==> config.mk <==
export PLATFORM = sky130hd
export DESIGN_NAME = dcache_wb_buffer
export DESIGN_NICKNAME = d
export VERILOG_FILES = /design/src/rtl/dcache_wb_buffer.sv
export SDC_FILE = /design/constraint.sdc
export NUM_CORES = 2
export LEC_CHECK = 0
export BUFFER_PORTS_ARGS = -buffer_cell sky130_fd_sc_hd__buf_2
export CAP_MARGIN = 20
export CORE_AREA = 10 10 449 451
export DETAILED_ROUTE_END_ITERATION = 16
export DIE_AREA = 0 0 459 461
export PLACE_DENSITY = 0.42
export SLEW_MARGIN = 10
export SYNTH_ARGS = -nofsm -noshare
export SYNTH_HDL_FRONTEND = slang
export SYNTH_SLANG_ARGS = --single-unit
==> constraint.sdc <==
create_clock -name clk -period 16 [get_ports clk]
set_input_delay 0 -clock clk [delete_from_list [all_inputs] [get_ports clk]]
set_output_delay 0 -clock clk [all_outputs]
set_load 0.05 [all_outputs]
==> src/rtl/dcache_wb_buffer.sv <==
// Data-cache write-back buffer: queues evicted 256-bit lines in a small FIFO
// and drains them to the cache-AXI bridge, while refills run in parallel unless they hit a buffered line.
module dcache_wb_buffer #(
    parameter int DEPTH = 2
) (
    input  logic         clk,
    input  logic         rst,
    input  logic         wr_req,
    input  logic [31:0]  wr_addr,
    input  logic [255:0] wr_data,
    output logic         wr_rdy,
    input  logic         rd_req,
    input  logic [31:0]  rd_addr,
    output logic         rd_rdy,
    output logic         ret_valid,
    output logic [255:0] ret_data,
    output logic         data_wen_o,
    output logic [31:0]  data_awaddr_o,
    output logic [255:0] data_wdata_o,
    input  logic         data_bvalid_i,
    output logic         data_ren_o,
    output logic [31:0]  data_araddr_o,
    input  logic         data_rvalid_i,
    input  logic [255:0] data_rdata_i
);

    localparam int PTR_W = (DEPTH > 1) ? $clog2(DEPTH) : 1;
    localparam int CNT_W = $clog2(DEPTH) + 1;
    localparam logic [CNT_W-1:0] FULL_CNT = CNT_W'(DEPTH);
    localparam logic [PTR_W-1:0] LAST_PTR = PTR_W'(DEPTH - 1);

    typedef enum logic {
        W_IDLE,
        W_BUSY
    } w_state_t;

    typedef enum logic [1:0] {
        R_IDLE,
        R_WAIT,
        R_RET
    } r_state_t;

    // ------------------------------------------------------------------
    // Storage and FIFO bookkeeping
    // ------------------------------------------------------------------
    logic [26:0]      addr_mem [DEPTH];
    logic [255:0]     data_mem [DEPTH];
    logic [DEPTH-1:0] valid_reg;
    logic [DEPTH-1:0] valid_next;
    logic [DEPTH-1:0] entry_match;
    logic [PTR_W-1:0] head_reg;
    logic [PTR_W-1:0] tail_reg;
    logic [CNT_W-1:0] count_reg;

    w_state_t w_state_reg;
    w_state_t w_state_next;
    r_state_t r_state_reg;
    r_state_t r_state_next;

    logic push;
    logic pop;
    logic hit;
    logic rd_accept;
    logic drain_start;
    logic unused_low_bits;

    // Line offset bits carry no meaning for a whole-line buffer
    assign unused_low_bits = ^{wr_addr[4:0], rd_addr[4:0]};

    function automatic logic [PTR_W-1:0] ptr_inc(input logic [PTR_W-1:0] p);
        return (p == LAST_PTR) ? '0 : p + 1'b1;
    endfunction

    assign wr_rdy      = (count_reg != FULL_CNT);
    assign push        = wr_req && wr_rdy;
    assign pop         = (w_state_reg == W_BUSY) && data_bvalid_i;
    assign drain_start = (w_state_reg == W_IDLE) && (count_reg != '0);

    always_ff @(posedge clk) begin
        if (push) begin
            addr_mem[tail_reg] <= wr_addr[31:5];
            data_mem[tail_reg] <= wr_data;
        end
    end

    // The entry being drained keeps its valid bit until bvalid pops it,
    // so a refill of that line keeps stalling until memory is up to date.
    genvar gi;
    generate
        for (gi = 0; gi < DEPTH; gi++) begin : g_entry
            assign valid_next[gi] =
                (push && (tail_reg == PTR_W'(gi))) ? 1'b1 :
                (pop  && (head_reg == PTR_W'(gi))) ? 1'b0 :
                valid_reg[gi];
            assign entry_match[gi] = valid_reg[gi] && (addr_mem[gi] == rd_addr[31:5]);
        end
    endgenerate

    always_ff @(posedge clk or posedge rst) begin
        if (rst) begin
            valid_reg <= '0;
            head_reg  <= '0;
            tail_reg  <= '0;
            count_reg <= '0;
        end else begin
            valid_reg <= valid_next;
            if (push) begin
                tail_reg <= ptr_inc(tail_reg);
            end
            if (pop) begin
                head_reg <= ptr_inc(head_reg);
            end
            case ({push, pop})
                2'b10:   count_reg <= count_reg + 1'b1;
                2'b01:   count_reg <= count_reg - 1'b1;
                default: count_reg <= count_reg;
            endcase
        end
    end

    // A line entering the buffer this very cycle also counts as a hazard
    assign hit = (|entry_match) || (push && (wr_addr[31:5] == rd_addr[31:5]));

    // ------------------------------------------------------------------
    // Write-drain FSM
    // ------------------------------------------------------------------
    always_ff @(posedge clk or posedge rst) begin
        if (rst) begin
            w_state_reg <= W_IDLE;
        end else begin
            w_state_reg <= w_state_next;
        end
    end

    always_comb begin
        w_state_next = w_state_reg;
        case (w_state_reg)
            W_IDLE: begin
                if (count_reg != '0) begin
                    w_state_next = W_BUSY;
                end
            end
            W_BUSY: begin
                if (data_bvalid_i) begin
                    w_state_next = W_IDLE;
                end
            end
            default: w_state_next = W_IDLE;
        endcase
    end

    always_comb begin
        data_wen_o = (w_state_reg == W_BUSY);
    end

    // Head entry is captured once per drain and held until the next drain starts
    always_ff @(posedge clk or posedge rst) begin
        if (rst) begin
            data_awaddr_o <= '0;
            data_wdata_o  <= '0;
        end else if (drain_start) begin
            data_awaddr_o <= {addr_mem[head_reg], 5'b0};
            data_wdata_o  <= data_mem[head_reg];
        end
    end

    // ------------------------------------------------------------------
    // Refill FSM
    // ------------------------------------------------------------------
    assign rd_rdy    = (r_state_reg == R_IDLE) && !hit;
    assign rd_accept = rd_req && rd_rdy;

    always_ff @(posedge clk or posedge rst) begin
        if (rst) begin
            r_state_reg <= R_IDLE;
        end else begin
            r_state_reg <= r_state_next;
        end
    end

    always_comb begin
        r_state_next = r_state_reg;
        case (r_state_reg)
            R_IDLE: begin
                if (rd_accept) begin
                    r_state_next = R_WAIT;
                end
            end
            R_WAIT: begin
                if (data_rvalid_i) begin
                    r_state_next = R_RET;
                end
            end
            R_RET:   r_state_next = R_IDLE;
            default: r_state_next = R_IDLE;
        endcase
    end

    always_comb begin
        data_ren_o = (r_state_reg == R_WAIT);
        ret_valid  = (r_state_reg == R_RET);
    end

    always_ff @(posedge clk or posedge rst) begin
        if (rst) begin
            data_araddr_o <= '0;
            ret_data      <= '0;
        end else begin
            if (rd_accept) begin
                data_araddr_o <= {rd_addr[31:5], 5'b0};
            end
            if ((r_state_reg == R_WAIT) && data_rvalid_i) begin
                ret_data <= data_rdata_i;
            end
        end
    end

endmodule

**After elaboration in Yosys (flattened, before gate mapping)**

Memories as Yosys holds them, arrays and structs flattened. A register that Yosys moved wholly into a read port is not among the register bits.
Cells that the tools add are included.

- Equal/unequal tests: 10
- Add/subtract/negate cells: 4
- Reductions and logical operators: 22
- Mux-type cells: 15
- Bitwise logic cells: 3

Operators with widths:

| operator | count |
|---|---|
| $eq 27x27->1 | 3 |
| $logic_and 1x1->1 | 13 |
| $mux 1 | 10 |
| $pmux 2 s2 | 2 |
| $reduce_bool 2->1 | 4 |
| $eq 2x1->1 const B | 2 |
| $eq 2x2->1 const B | 2 |
| $mux 2 | 2 |
| $ne 2x2->1 const B | 2 |
| $not 1->1 | 3 |
| $add 1x1->1 const B | 2 |
| $add 2x1->2 const B | 1 |
| $logic_not 2->1 | 1 |
| $ne 2x1->1 const B | 1 |
| $pmux 1 s2 | 1 |
| $reduce_and 2->1 | 1 |
| $reduce_or 2->1 | 1 |
| $sub 2x1->2 const B | 1 |
| $logic_not 1->1 | 1 |
| $logic_or 1x1->1 | 1 |

- Logic and storage cells: 65
- Input bits: 582
- Memory bits (writable): 566
- Flip-flop bits (word level): 292
- Output and inout port bits: 581
- Memories: 2

Memory list:

| name | depth | width | read ports | clocked after Yosys merged registers in | write ports | RTL line | text |
|---|---|---|---|---|---|---|---|
| data_mem | 2 | 256 | 1 | 1 | 1 | 47 | `logic [255:0] data_mem [DEPTH];` |
| addr_mem | 2 | 27 | 3 | 1 | 1 | 46 | `logic [26:0] addr_mem [DEPTH];` |

**Longest topological paths before layout**

An unclocked memory read counts as a cell.

- Word-level depth: 10
- Depth in mapped cells: 7
- Gate-level depth less buffers: 6

**Worst setup path before layout**

No wires, ideal clock.

- Path kind: flip-flop to flip-flop
- From: reg count_reg[0]
- To: mem addr_mem[0][0] (enable)
- Stages on the path, launching flop included: 4
- Period minus slack after synthesis: 13.518 ns
- Slack: 2.482 ns
- Buffers on the path: 0
- Library setup time: 0.932 ns
- Data arrival time: 12.586 ns
- Data required time: 15.068 ns
- Cell sequence: dfrtp_1 > nand2b_2 > nand2_4 > nor2_1

- Cells in the longest elaborated chain, start to end: 4

RTL lines:

| what | RTL line | text |
|---|---|---|
| from (decl) | 53 | `logic [CNT_W-1:0] count_reg;` |
| from (signal assigned) | 114 | `2'b10: count_reg <= count_reg + 1'b1;` |
| from (signal assigned) | 115 | `2'b01: count_reg <= count_reg - 1'b1;` |
| from (signal assigned) | 116 | `default: count_reg <= count_reg;` |
| $ne 2x2->1 | 74 | `assign wr_rdy = (count_reg != FULL_CNT);` |
| via wr_rdy | 11 | `output logic wr_rdy,` |
| $logic_and 1x1->1 | 75 | `assign push = wr_req && wr_rdy;` |
| $mux 1 | 80 | `if (push) begin` |
| $mux 1 (implied by the code) | 81 | `addr_mem[tail_reg] <= wr_addr[31:5];` |
| to (decl) | 46 |  |

The timed path passes the listed nets, and every way through them passes these cells.

**Final worst setup path**

- From: reg count_reg[0]
- To: mem data_mem[0][96] (enable)

- Cells in the longest elaborated chain, start to end: 4

RTL lines:

| what | RTL line | text |
|---|---|---|
| $ne 2x2->1 | 74 |  |
| $logic_and 1x1->1 | 75 |  |
| $mux 1 | 80 |  |
| $mux 1 (implied by the code) | 82 | `data_mem[tail_reg] <= wr_data;` |
| to (decl) | 47 |  |

Every way passes these cells.

==> results.cfg <==
[outcome]
status = finished, final reports clean

[logic_synthesis]
synthCells = 2547
synth_cell_types = 32
yosysSeqAreaShare = 0.753
synth.avg_cell_area_um2 = 16.4
synth-async-reset-ratio = 0.504
netlist_area_um2 = 41700
synth_edf_count = 566
ys_seq_elements = 1141
ys.flop_type = dfrtp_1
yosysWarningCount = 0

[layout]
top_regs = data_mem (512), data_wdata_o (256), ret_data (256)
top_register = data_mem
largest_register_ffs = 512
synthToLayoutAreaGrowth_pct = 57.5
layout.nets = 5397
drive_gt1_frac = 0.339

[clock_tree]
cts_tree = done
cts_hold_buf = 1079
ctsResizeCount = 0
post_cts_buffers = 0
cts_sinks = 1141
cts_root_buf = clkbuf_16
clk-insertion-delay-late_ps = 800
clk_path_buf_depth = 3
path_clk_slew_ps = 50
cts_buffers = 138
htreeDepth = 4

[placed_design]
dp_hpwl_um = 126000
gp_congestion = 0.883
port-buffer-count = 1142

[global_route]
grt_max_degree = 151
first_global_vias = 32000
grt_pass1_wl_um = 241000
grtUsageTotal = 0.157
antenna_found_initial = 49
overflow = 0

[route]
viasPerCell = 3.97
route.met3.wl_um = 15000
via_count = 29700
drt-met1-wl_um = 64700
drtIter0Drc = 1427
drcViolationCount = 0
wl_met2_um = 84600
post_drt_wl_per_cell_um = 23.0
highest_layer = met5
first_pass_iters = 5
wirelength_um = 172000
ant_nets = 0

[worst_setup_path]
end_kind = flip-flop
crit_arrival_ps = 4600
required_ps = 16380
worstSetupPathType = flip-flop to flip-flop
start_kind = flip-flop
crit_fanout = 114

[power_and_ir_drop]
p_leak_nw = 27.9
vdd.ir_drop.worst_mv = 0.155
p_total_w = 0.0140
p_per_area_nw_per_um2 = 213

[die]
coreArea_um2 = 192000
initial_core_util = 0.217
die_h_um = 461
die_w_um = 459
rows = 161
die_area_um2 = 212000
io_pins = 1163

[timing]
fin_skew_ps = 45.5
setup_viol = 0
hold_violations = 0
slew_violations = 0
rsz0062_at_grt = no
period_share = 0.263
fmax_ghz = 0.237
fin_crit_ps = 4210
fin_tns_setup_ps = 0
worstMarginPinSlew_ps = 1110
slew_headroom = 0.258

[job]
cap_violations = 0

[hold_path]
worstHoldPathType = input port to flip-flop
-- cell usage after synthesis, drive strengths merged, types with 4 or more instances --
cell / number / area [um^2]
o21ai: 286 / 1430
nand4: 20 / 140
xnor2: 74 / 648
buf: 67 / 379
dfrtp: 575 / 14400
nor4: 6 / 43.8
nor2: 4 / 15.0
mux2i: 283 / 2830
xor2: 12 / 105
edfxtp: 566 / 17000
nand2: 286 / 1080
clkbuf: 68 / 255
mux2: 283 / 3260
-- area by class of cell --
type	count	area, um^2
diodes	28	70.1
flip-flops and latches	1141	31400
inverters	3	15.0
repair buffers	2253	16800
fillers	19000	127000
clock buffers	205	4070
well taps	2526	3160
clock inverters	46	442
multi-input cells	1277	9710
-- per-layer routing --
metal,global-route usage,up-vias
li1,-,13800
met4,0.0678,30
met2,0.271,985
met3,0.0632,267
met5,0,-
met1,0.170,14600
-- where the power goes --
group	leakage [nW]	total, W	switching, W	internal, W
registers	12.2	0.00473	0.000518	0.00422
logic	13.5	0.00615	0.00458	0.00157
clock network	2.21	0.00312	0.00126	0.00186
-- stage by stage --
step	area, um^2	utilization	setup WS (ps)	hold WS [ps]	instances
detailed placement	50300	0.262	11720	34.8	6121
global route	65700	0.342	11250	3.95	7475
finish	65700	0.342	11790	48.7	7479
CTS	65600	0.341	11650	0.255	7451
floorplan	41700	-	2480	98.9	2556
global placement	50300	0.262	11760	34.3	6121
-- path summary, 6_finish.rpt --
kind	start	to	slack, ps	depth (start not counted)
min in group asynchronous	rst	ret_data[186]	400	4
setup / recovery	count_reg[0]	data_mem[0][96]	11790	6
hold / removal	wr_addr[25]	addr_mem[0][20]	50	2
max in group asynchronous	rst	head_reg	11810	8
setup reg to reg	count_reg[0]	data_mem[0][96]	11790	6
hold reg to reg	data_awaddr_o[6]	data_awaddr_o[6]	470	2
-- cell families after synthesis --
group,Yosys count,share of synthesized area
fa+ha+maj,1,0.000300
compound gates,289,0.0350
other cells,1,0.0000900
mux,566,0.146
xor+xnor,86,0.0181
buf+inv,138,0.0155
flops,1141,0.753
simple gates,325,0.0320
-- critical path, cell delays in order (launching register included) --
cell      delay (ps)
dfrtp_1          460
nand2b_2         210
nand2_4           90
nor2_4           550
buf_4            860
buf_4            750
buf_12           510
-- cell usage in the layout, fill, tap and decap left out, drive strengths merged, types with 12 or more instances in the layout --
| cell | count |
|---|---|
| buf | 1174 |
| clkbuf | 205 |
| nand4 | 20 |
| diode | 28 |
| nand2 | 286 |
| dfrtp | 575 |
| o21ai | 286 |
| edfxtp | 566 |
| xor2 | 12 |
| mux2 | 283 |
| clkinv | 29 |
| mux2i | 283 |
| xnor2 | 74 |
| dlygate4sd3 | 1079 |
No activity file was read; power rests on OpenSTA's default activity.
